--- config.mk ---
export PLATFORM = sky130hd
export DESIGN_NAME = sram_arbiter
export DESIGN_NICKNAME = d
export VERILOG_FILES = /design/src/rtl/sram_arbiter.sv
export SDC_FILE = /design/constraint.sdc
export NUM_CORES = 1
export LEC_CHECK = 0
export ABC_CLOCK_PERIOD_IN_PS = 1700
export CAP_MARGIN = 10
export CELL_PAD_IN_SITES_DETAIL_PLACEMENT = 1
export CELL_PAD_IN_SITES_GLOBAL_PLACEMENT = 2
export CORE_MARGIN = 2
export CORE_UTILIZATION = 23
export DETAILED_ROUTE_END_ITERATION = 16
export PLACE_DENSITY = 0.87
export REMOVE_ABC_BUFFERS = 1
export SYNTH_ARGS = -nofsm -noshare
export SYNTH_HDL_FRONTEND = slang
export SYNTH_SLANG_ARGS = --single-unit
--- constraint.sdc ---
create_clock -name clk -period 1.7 [get_ports clk]
set_input_delay 0.34 -clock clk [delete_from_list [all_inputs] [get_ports clk]]
set_output_delay 0.34 -clock clk [all_outputs]
set_load 0.1 [all_outputs]
--- src/rtl/sram_arbiter.sv ---
// Two-master arbiter in front of the single SRAM controller: grants, latches the command, tracks the ready handshake.
// Optional ROUND_ROBIN_EN: alternate simultaneous requests via lastGrant; otherwise master 0 has fixed priority.
module sram_arbiter #(
   parameter int SETTLE_CYCLES = 2
) (
   input  logic        clk,
   input  logic        rst,
   input  logic        m0WrEnIn,
   input  logic        m0RdEnIn,
   input  logic [31:0] m0AddressIn,
   input  logic [31:0] m0WriteDataIn,
   output logic [31:0] m0ReadDataOut,
   output logic        m0ReadyOut,
   input  logic        m1WrEnIn,
   input  logic        m1RdEnIn,
   input  logic [31:0] m1AddressIn,
   input  logic [31:0] m1WriteDataIn,
   output logic [31:0] m1ReadDataOut,
   output logic        m1ReadyOut,
   output logic        memWrEnOut,
   output logic        memRdEnOut,
   output logic [31:0] memAddressOut,
   output logic [31:0] memWriteDataOut,
   input  logic [31:0] memReadDataIn,
   input  logic        memReadyIn
);

   localparam int CntW = (SETTLE_CYCLES > 1) ? $clog2(SETTLE_CYCLES + 1) : 1;

   typedef enum logic [1:0] {IDLE, ISSUE, WAIT, SETTLE} state_e;

   state_e            state_q, state_d;
   logic              grant_q, grant_d;
   logic [CntW-1:0]   cnt_q, cnt_d;
   logic              cmdWr_q, cmdWr_d;
   logic              cmdRd_q, cmdRd_d;
   logic [31:0]       cmdAddr_q, cmdAddr_d;
   logic [31:0]       cmdData_q, cmdData_d;
   logic [31:0]       m0Held_q, m0Held_d;
   logic [31:0]       m1Held_q, m1Held_d;
`ifdef ROUND_ROBIN_EN
   logic              lastGrant_q, lastGrant_d;
`endif

   logic req0, req1, pick1, done, enActive;

   assign req0 = m0WrEnIn | m0RdEnIn;
   assign req1 = m1WrEnIn | m1RdEnIn;
   // Completion only counts in WAIT, so ready held high by the controller's trailing states is ignored.
   assign done = (state_q == WAIT) && memReadyIn;

`ifdef ROUND_ROBIN_EN
   assign pick1 = req1 & (~req0 | ~lastGrant_q);
`else
   assign pick1 = req1 & ~req0;
`endif

   always_comb begin
      state_d   = state_q;
      grant_d   = grant_q;
      cnt_d     = cnt_q;
      cmdWr_d   = cmdWr_q;
      cmdRd_d   = cmdRd_q;
      cmdAddr_d = cmdAddr_q;
      cmdData_d = cmdData_q;
      m0Held_d  = m0Held_q;
      m1Held_d  = m1Held_q;
`ifdef ROUND_ROBIN_EN
      lastGrant_d = lastGrant_q;
`endif
      case (state_q)
         IDLE: begin
            if (req0 | req1) begin
               grant_d   = pick1;
               cmdWr_d   = pick1 ? m1WrEnIn : m0WrEnIn;
               cmdRd_d   = pick1 ? (m1RdEnIn & ~m1WrEnIn) : (m0RdEnIn & ~m0WrEnIn);
               cmdAddr_d = pick1 ? m1AddressIn : m0AddressIn;
               cmdData_d = pick1 ? m1WriteDataIn : m0WriteDataIn;
               state_d   = ISSUE;
`ifdef ROUND_ROBIN_EN
               lastGrant_d = pick1;
`endif
            end
         end
         ISSUE: begin
            if (!memReadyIn) state_d = WAIT;
         end
         WAIT: begin
            if (memReadyIn) begin
               if (SETTLE_CYCLES == 0) begin
                  state_d = IDLE;
               end else begin
                  cnt_d   = CntW'(SETTLE_CYCLES);
                  state_d = SETTLE;
               end
            end
         end
         SETTLE: begin
            cnt_d = cnt_q - CntW'(1);
            if (cnt_q <= CntW'(1)) state_d = IDLE;
         end
         default: state_d = IDLE;
      endcase
      if (done && cmdRd_q) begin
         if (grant_q) m1Held_d = memReadDataIn;
         else         m0Held_d = memReadDataIn;
      end
   end

   always_ff @(posedge clk or negedge rst) begin
      if (!rst) begin
         state_q   <= IDLE;
         grant_q   <= 1'b0;
         cnt_q     <= '0;
         cmdWr_q   <= 1'b0;
         cmdRd_q   <= 1'b0;
         cmdAddr_q <= '0;
         cmdData_q <= '0;
         m0Held_q  <= '0;
         m1Held_q  <= '0;
`ifdef ROUND_ROBIN_EN
         lastGrant_q <= 1'b1;
`endif
      end else begin
         state_q   <= state_d;
         grant_q   <= grant_d;
         cnt_q     <= cnt_d;
         cmdWr_q   <= cmdWr_d;
         cmdRd_q   <= cmdRd_d;
         cmdAddr_q <= cmdAddr_d;
         cmdData_q <= cmdData_d;
         m0Held_q  <= m0Held_d;
         m1Held_q  <= m1Held_d;
`ifdef ROUND_ROBIN_EN
         lastGrant_q <= lastGrant_d;
`endif
      end
   end

   // Enables drop in the completion cycle itself, not one cycle later.
   assign enActive        = (state_q == ISSUE) || ((state_q == WAIT) && !memReadyIn);
   assign memWrEnOut      = cmdWr_q & enActive;
   assign memRdEnOut      = cmdRd_q & enActive;
   assign memAddressOut   = (state_q == IDLE) ? 32'h0 : cmdAddr_q;
   assign memWriteDataOut = (state_q == IDLE) ? 32'h0 : cmdData_q;

   assign m0ReadyOut    = ~req0 | (done & ~grant_q);
   assign m1ReadyOut    = ~req1 | (done & grant_q);
   assign m0ReadDataOut = (done & ~grant_q) ? memReadDataIn : m0Held_q;
   assign m1ReadDataOut = (done & grant_q) ? memReadDataIn : m1Held_q;

endmodule

==> impl_metrics.env, run 1 <==
export IMPL_fmax_ghz=0.409
export IMPL_clk_path_buf_depth=2
export IMPL_pre_cts_ws_ns=-0.457
export IMPL_run_status="finished, violations left"
export IMPL_min_path_type="input pin to async pin"
export IMPL_die_h_um=180
export IMPL_clk_pin_slew_worst_paths_ns=0.06
export IMPL_ys_types=32
export IMPL_cp_required_ns=1.36
export IMPL_endpoint_kind="primary output"
export IMPL_rsz0062_at_grt="true"
export IMPL_grt_pass1_vias=8029
export IMPL_totalWireLength_mm=37.0
export IMPL_clk_root_buffer_cell="clkbuf_16"
export IMPL_drt_pass1_iter_count=5
export IMPL_ys_flop_type="dfrtp_1"
export IMPL_fin_ws_ns=-0.745
export IMPL_ys_ff_latch=135
export IMPL_post_dp_hpwl_mm=20.1
export IMPL_cp_depth=7
export IMPL_worstSkewPairLatency_ns=0.42
export IMPL_cts_tree="yes"
export IMPL_ys_seq_area_share_pct=47.6
export IMPL_crit_type="register to primary output"
export IMPL_max_stage_delay_ns=0.40
export IMPL_io_pins=299
export IMPL_layout_drive_gt1_share_pct=46.5
export IMPL_drt_met1_wl_mm=14.2
export IMPL_post_route_util_pct=49.8
export IMPL_synth_most_common_cell="dfrtp_1"
export IMPL_diodes=0
export IMPL_maxCapViolations=0
export IMPL_drcViolationCount=0
export IMPL_r2r_cells=11
export IMPL_overflow=0
export IMPL_drt_initial_drc_count=263
export IMPL_period_share_pct=144
export IMPL_ys_top_cells_by_area="dfrtp_1 48%, mux2_2 20%, nor2b_1 6.0%, a31oi_1 5.6%, nand3_1 4.7%"
export IMPL_yosysTopAreaCellShare_pct=47.6
export IMPL_syn_inst=691
export IMPL_path_buf_inv=4
export IMPL_ant_nets=0
export IMPL_slowest_stage="dfrtp_1"
export IMPL_ys_top_cells_by_count="135 x dfrtp_1, 128 x mux2_2, 72 x nor2_1"
export IMPL_core_region_area_um2=30500
export IMPL_dieArea_um2=32300
export IMPL_setup_viol=264
export IMPL_yosys_area_top_type="dfrtp_1"
export IMPL_grt_usage_pct=20.8
export IMPL_synthToLayoutAreaGrowth_pct=114
export IMPL_cts_made_buffers=17
export IMPL_grt_max_degree=57
export IMPL_slew_violations=0
export IMPL_worst_clock_skew_ns=0.00732
export IMPL_reg2reg_slack_ns=-0.35
export IMPL_synth_enable_flop_cells=0
export IMPL_num_rows=64
export IMPL_place_gp_congestion=0.745
export IMPL_io_buffers=298
export IMPL_antenna_found_initial=0
export IMPL_num_vias=7206
export IMPL_start_util_pct=23.3
export IMPL_worst_slew_pin_slew_ns=0.443
export IMPL_nets=1245
export IMPL_cpLargestDelayFamily="buffers and inverters"
export IMPL_cts_sinks=135
export IMPL_fin_hold_ws_ns=0.371
export IMPL_critPathLaunchType="register"
export IMPL_synth_area_um2=7100
export IMPL_postSynthAreaPerCell_um2=10.3
export IMPL_nFillCells=3031
export IMPL_yosys_warnings=0
export IMPL_hold_violations=0
export IMPL_grt_pass1_wl_mm=51.0
export IMPL_vias_per_cell=4.87
export IMPL_crit_path_max_fanout=8
export IMPL_route_met3_wl_mm=2.17
export IMPL_topRoutingLayerUsed="met4"
export IMPL_fp_dieW_um=180
export IMPL_slew_headroom_pct=70.2
export IMPL_failed_checks="setup timing"
export IMPL_arrival_ns=2.11
export IMPL_met2_wirelength_mm=19.5
export IMPL_synthArstFlopShare_pct=100
export IMPL_routedWlPerCell_um=25.0
export IMPL_cts_htree_levels=4
export IMPL_layout_min_cycle_time_ns=2.45
export IMPL_path_cells="inv_2 -> ha_4 -> buf_6 -> nand3_4 -> clkbuf_16 -> mux2_4 -> buf_12"
==> through the flow <==
| stage | TNS, ns | area (um2) | cells |
|---|---|---|---|
| after CTS | -95.35 | 14500 | 1458 |
| after floorplan | -398.22 | 6820 | 629 |
| after detailed placement | -70.86 | 12300 | 1386 |
| after global placement | -67.91 | 12300 | 1386 |
| after global routing | -122.69 | 15200 | 1479 |
| final | -102.64 | 15200 | 1479 |
==> final timing paths <==
path / start / to
worst min register to register: m1Held_q[15] / m1Held_q[15]
min in group clk: m0WriteDataIn[7] / cmdData_q[7]
worst min-delay path: rst / m1Held_q[13]
worst max register to register: state_q[1] / cmdData_q[28]
worst max-delay path: state_q[0] / m1ReadDataOut[27]
max in group asynchronous: rst / cmdData_q[20]
==> registers in the layout, indices dropped and copies added (netlist names), 2 cells and up <==
| name | count |
|---|---|
| cmdAddr_q | 32 |
| cmdData_q | 32 |
| cnt_q | 2 |
| m0Held_q | 32 |
| m1Held_q | 32 |
| state_q | 2 |
==> cell usage in the layout (no fill, tap or decap), types with 4 or more instances in the layout <==
| cell | synthesis | final |
|---|---|---|
| mux2_4 | 0 | 88 |
| a31oi_2 | 0 | 4 |
| buf_16 | 0 | 20 |
| a31oi_1 | 64 | 60 |
| ha_1 | 6 | 4 |
| o21ai_0 | 66 | 66 |
| nor2b_4 | 0 | 67 |
| buf_6 | 1 | 17 |
| dfrtp_1 | 135 | 135 |
| clkinvlp_4 | 0 | 4 |
| clkdlybuf4s50_1 | 0 | 165 |
| clkbuf_16 | 0 | 28 |
| buf_12 | 0 | 155 |
| bufbuf_16 | 0 | 5 |
| buf_4 | 1 | 47 |
| nand3_1 | 66 | 65 |
| mux2_2 | 128 | 41 |
| nor2_1 | 72 | 68 |
==> cells by family (layout without fill, tap and decap cells) <==
family | count (synthesis) | count (layout) | synth area share [%]
simple gates | 220 | 220 | 15.6
buf+inv | 65 | 457 | 4.11
flops | 135 | 135 | 47.6
mux | 130 | 130 | 20.6
compound gates | 135 | 135 | 11.0
fa+ha+maj | 6 | 6 | 1.06
==> cell type report <==
type                    instances  area, um2  share of cell area [%]
inverters                       3       13.8                  0.0905
clock inverters                10        121                   0.798
clock buffers                  20        467                    3.07
flip-flops and latches        135       3380                    22.2
well taps                     396        495                    3.26
repair buffers                424       6340                    41.7
multi-input cells             491       4390                    28.9
==> repair_timing <==
| item | 4_1_cts | 5_1_grt |
|---|---|---|
| endpoints found under the hold margin | 17 | 0 |
| endpoints found under the setup margin | 263 | 265 |
| cloned | 23 | 12 |
| hold buffers | 1 | 0 |
| buffers inserted | 18 | 12 |
| pin swaps | 2 | 4 |
| resized for setup | 205 | 85 |
==> routing by layer <==
metal / GRT usage [%] / vias up
met5: 0 / -
met4: 7.25 / 0
met2: 37.4 / 289
met1: 23.4 / 3640
met3: 6.20 / 47
li1: - / 3230
Power of run 1 is left out: the tool's default activity adds up to more than one toggle a clock period on the data nets, which glitch-free logic cannot reach.
==> run 2: changes to the inputs <==
--- a/config.mk
+++ b/config.mk
@@ -5,12 +5,13 @@
 export SDC_FILE = /design/constraint.sdc
 export NUM_CORES = 1
 export LEC_CHECK = 0
+export ABC_AREA = 1
 export ABC_CLOCK_PERIOD_IN_PS = 1700
 export CAP_MARGIN = 10
 export CELL_PAD_IN_SITES_DETAIL_PLACEMENT = 1
 export CELL_PAD_IN_SITES_GLOBAL_PLACEMENT = 2
 export CORE_MARGIN = 2
-export CORE_UTILIZATION = 23
+export CORE_UTILIZATION = 20
 export DETAILED_ROUTE_END_ITERATION = 16
 export PLACE_DENSITY = 0.87
 export REMOVE_ABC_BUFFERS = 1
==> run 2 against run 1 <==
  * Critical path depth up 2
  * Cell count is 31% higher
  * Hold slack improved by 0.030 ns
  * Global-route usage fell by 4.2 points
  * Clock-buffer cell count up 2
  * Synthesized area up 1.8%
  * The flow still finishes with violations (setup timing)
  * Synthesized cell count increased by 54%
  * Design area rose by 1.2%
  * Critical path type unchanged
  * Highest routed layer is now met5
  * First-iteration DRC count fell by 6.1%
  * Largest cell class unchanged
==> impl_metrics.env, run 2 <==
export IMPL_layout_drive_gt1_share_pct=33.9
export IMPL_num_rows=69
export IMPL_post_dp_hpwl_mm=20.1
export IMPL_num_vias=8395
export IMPL_hold_violations=0
export IMPL_worst_clock_skew_ns=0.00906
export IMPL_min_path_type="input pin to async pin"
export IMPL_ys_ff_latch=135
export IMPL_maxCapViolations=0
export IMPL_layout_min_cycle_time_ns=2.36
export IMPL_run_status="finished, violations left"
export IMPL_synth_enable_flop_cells=0
export IMPL_nFillCells=4060
export IMPL_fmax_ghz=0.423
export IMPL_drt_initial_drc_count=247
export IMPL_yosysTopAreaCellShare_pct=46.7
export IMPL_synthArstFlopShare_pct=100
export IMPL_ys_top_cells_by_count="530 x nand2_1, 135 x dfrtp_1, 125 x o21ai_0"
export IMPL_ys_flop_type="dfrtp_1"
export IMPL_ys_types=24
export IMPL_yosys_warnings=0
export IMPL_route_met3_wl_mm=2.55
export IMPL_crit_path_max_fanout=16
export IMPL_crit_type="register to primary output"
export IMPL_diodes=0
export IMPL_overflow=0
export IMPL_max_stage_delay_ns=0.41
export IMPL_worst_slew_pin_slew_ns=0.502
export IMPL_die_h_um=194
export IMPL_vias_per_cell=4.34
export IMPL_layout_commonest_cell="nand2_1"
export IMPL_yosys_area_top_type="dfrtp_1"
export IMPL_grt_max_degree=65
export IMPL_slowest_stage="dfrtp_1"
export IMPL_regArea_um2=3380
export IMPL_synth_area_um2=7230
export IMPL_fp_dieW_um=194
export IMPL_synthToLayoutAreaGrowth_pct=113
export IMPL_cp_required_ns=1.36
export IMPL_grt_pass1_vias=8852
export IMPL_ant_nets=0
export IMPL_setup_viol=201
export IMPL_topRoutingLayerUsed="met5"
export IMPL_syn_inst=1064
export IMPL_slew_headroom_pct=66.4
export IMPL_cts_tree="yes"
export IMPL_routedWlPerCell_um=17.8
export IMPL_nets=1634
export IMPL_period_share_pct=139
export IMPL_arrival_ns=2.02
export IMPL_grt_usage_pct=16.6
export IMPL_place_gp_congestion=0.752
export IMPL_cts_htree_levels=4
export IMPL_core_region_area_um2=35600
export IMPL_clk_path_buf_depth=2
export IMPL_critPathLaunchType="register"
export IMPL_met2_wirelength_mm=17.8
export IMPL_io_pins=299
export IMPL_antenna_found_initial=2
export IMPL_worstSkewPairLatency_ns=0.42
export IMPL_dieArea_um2=37700
export IMPL_endpoint_kind="primary output"
export IMPL_failed_checks="setup timing"
export IMPL_cts_made_buffers=17
export IMPL_synth_most_common_cell="nand2_1"
export IMPL_io_buffers=298
export IMPL_slew_violations=0
export IMPL_ys_seq_area_share_pct=46.7
export IMPL_grt_pass1_wl_mm=48.9
export IMPL_path_cells="ha_4 -> nand2_4 -> inv_8 -> nand2_8 -> buf_16 -> nand2_1 -> o21ai_1 -> buf_4 -> buf_12"
export IMPL_cpLargestDelayFamily="buffers and inverters"
export IMPL_clk_pin_slew_worst_paths_ns=0.07
export IMPL_start_util_pct=20.3
export IMPL_ys_top_cells_by_area="dfrtp_1 47%, nand2_1 28%, o21ai_0 8.7%, inv_1 5.8%, nor2_1 3.6%"
export IMPL_path_buf_inv=4
export IMPL_drt_pass1_iter_count=4
export IMPL_cts_sinks=135
export IMPL_totalWireLength_mm=34.4
export IMPL_final_cell_mix="472 x nand2_1, 165 x clkdlybuf4s50_1, 153 x buf_12"
export IMPL_drt_met1_wl_mm=13.3
export IMPL_tns_ns=-92.95
export IMPL_postSynthAreaPerCell_um2=6.79
export IMPL_drcViolationCount=0
export IMPL_multi_input_area_um2=4280
export IMPL_clk_root_buffer_cell="clkbuf_16"
export IMPL_rsz0062_at_grt="true"
export IMPL_fin_ws_ns=-0.664
-- run 2: cell types whose count changed in the layout (fill, tap and decap cells not counted), sizes merged, moves of 59 or more --
cell	before	now
nand2	4	531
mux2	129	0
inv	5	113
nor2b	68	0
o21ai	66	133
a31oi	64	0
nand3	66	7
-- run 2: cell type report --
| class | instances | share of cell area (%) |
|---|---|---|
| tap | 461 | 3.75 |
| clock buffer | 22 | 3.08 |
| sequential | 135 | 21.9 |
| multi-input combinational | 755 | 27.8 |
| inverter | 114 | 2.84 |
| timing repair buffer | 438 | 39.8 |
| clock inverter | 10 | 0.788 |
-- run 2: what timing repair did --
item                                    CTS  global route
cloned                                   12            14
endpoints found under the hold margin    30             0
hold buffers                              1             0
pin swaps                                 3            50
endpoints found under the setup margin  198           201
buffers inserted                          5            16
gates resized for setup                 260           145
-- run 2: through the flow --
step | instances | util, % | cell area [um2] | setup slack [ns] | hold slack (ns)
final | 1935 | 43.3 | 15400 | -0.664 | 0.401
after global routing | 1935 | 43.3 | 15400 | -0.732 | 0.412
after CTS | 1916 | 40.9 | 14600 | -0.652 | 0.410
after detailed placement | 1866 | 35.9 | 12800 | -0.557 | 0.290
after global placement | 1866 | 35.9 | 12800 | -0.530 | 0.290
after floorplan | 1004 | - | 6900 | -2.64 | 0.0444
-- run 2: metal layers --
metal	up-vias	track usage [%]
met3	47	5.72
met5	-	0
met4	4	4.29
met2	302	29.7
li1	4010	-
met1	4032	18.7
-- run 2: cell families (layout without fill, tap and decap cells) --
logic type,Yosys count,count (layout),synth area share (%)
flip-flops,135,135,46.7
AND/OR/NAND/NOR,610,610,32.0
buffers and inverters,174,584,10.4
AO/OA/AOI/OAI,139,139,9.75
adder cells (fa/ha/maj),6,6,1.04
-- run 2: worst paths after layout --
kind	from	slack, ns	end	cells past startpoint
max reg2reg	state_q[1]	-0.39	cmdAddr_q[29]	13
min reg2reg	cmdData_q[11]	0.48	cmdData_q[11]	2
max	state_q[1]	-0.66	m1ReadDataOut[10]	9
min	rst	0.40	m1Held_q[10]	2
min in group clk	cmdData_q[11]	0.48	cmdData_q[11]	2
max in group asynchronous	rst	0.69	m0Held_q[25]	3
-- run 2: worst reg2reg max path, stage by stage (launching register included) --
cell and delay (ns):
dfrtp_1 0.41, buf_4 0.15, buf_6 0.11, inv_4 0.06, ha_4 0.21, buf_12 0.18, buf_12 0.14, inv_2 0.05
a21oi_4 0.13, buf_12 0.15, buf_6 0.12, clkbuf_16 0.15, nand2_1 0.08, nand2_1 0.08
Power of run 2 is left out for the same reason.
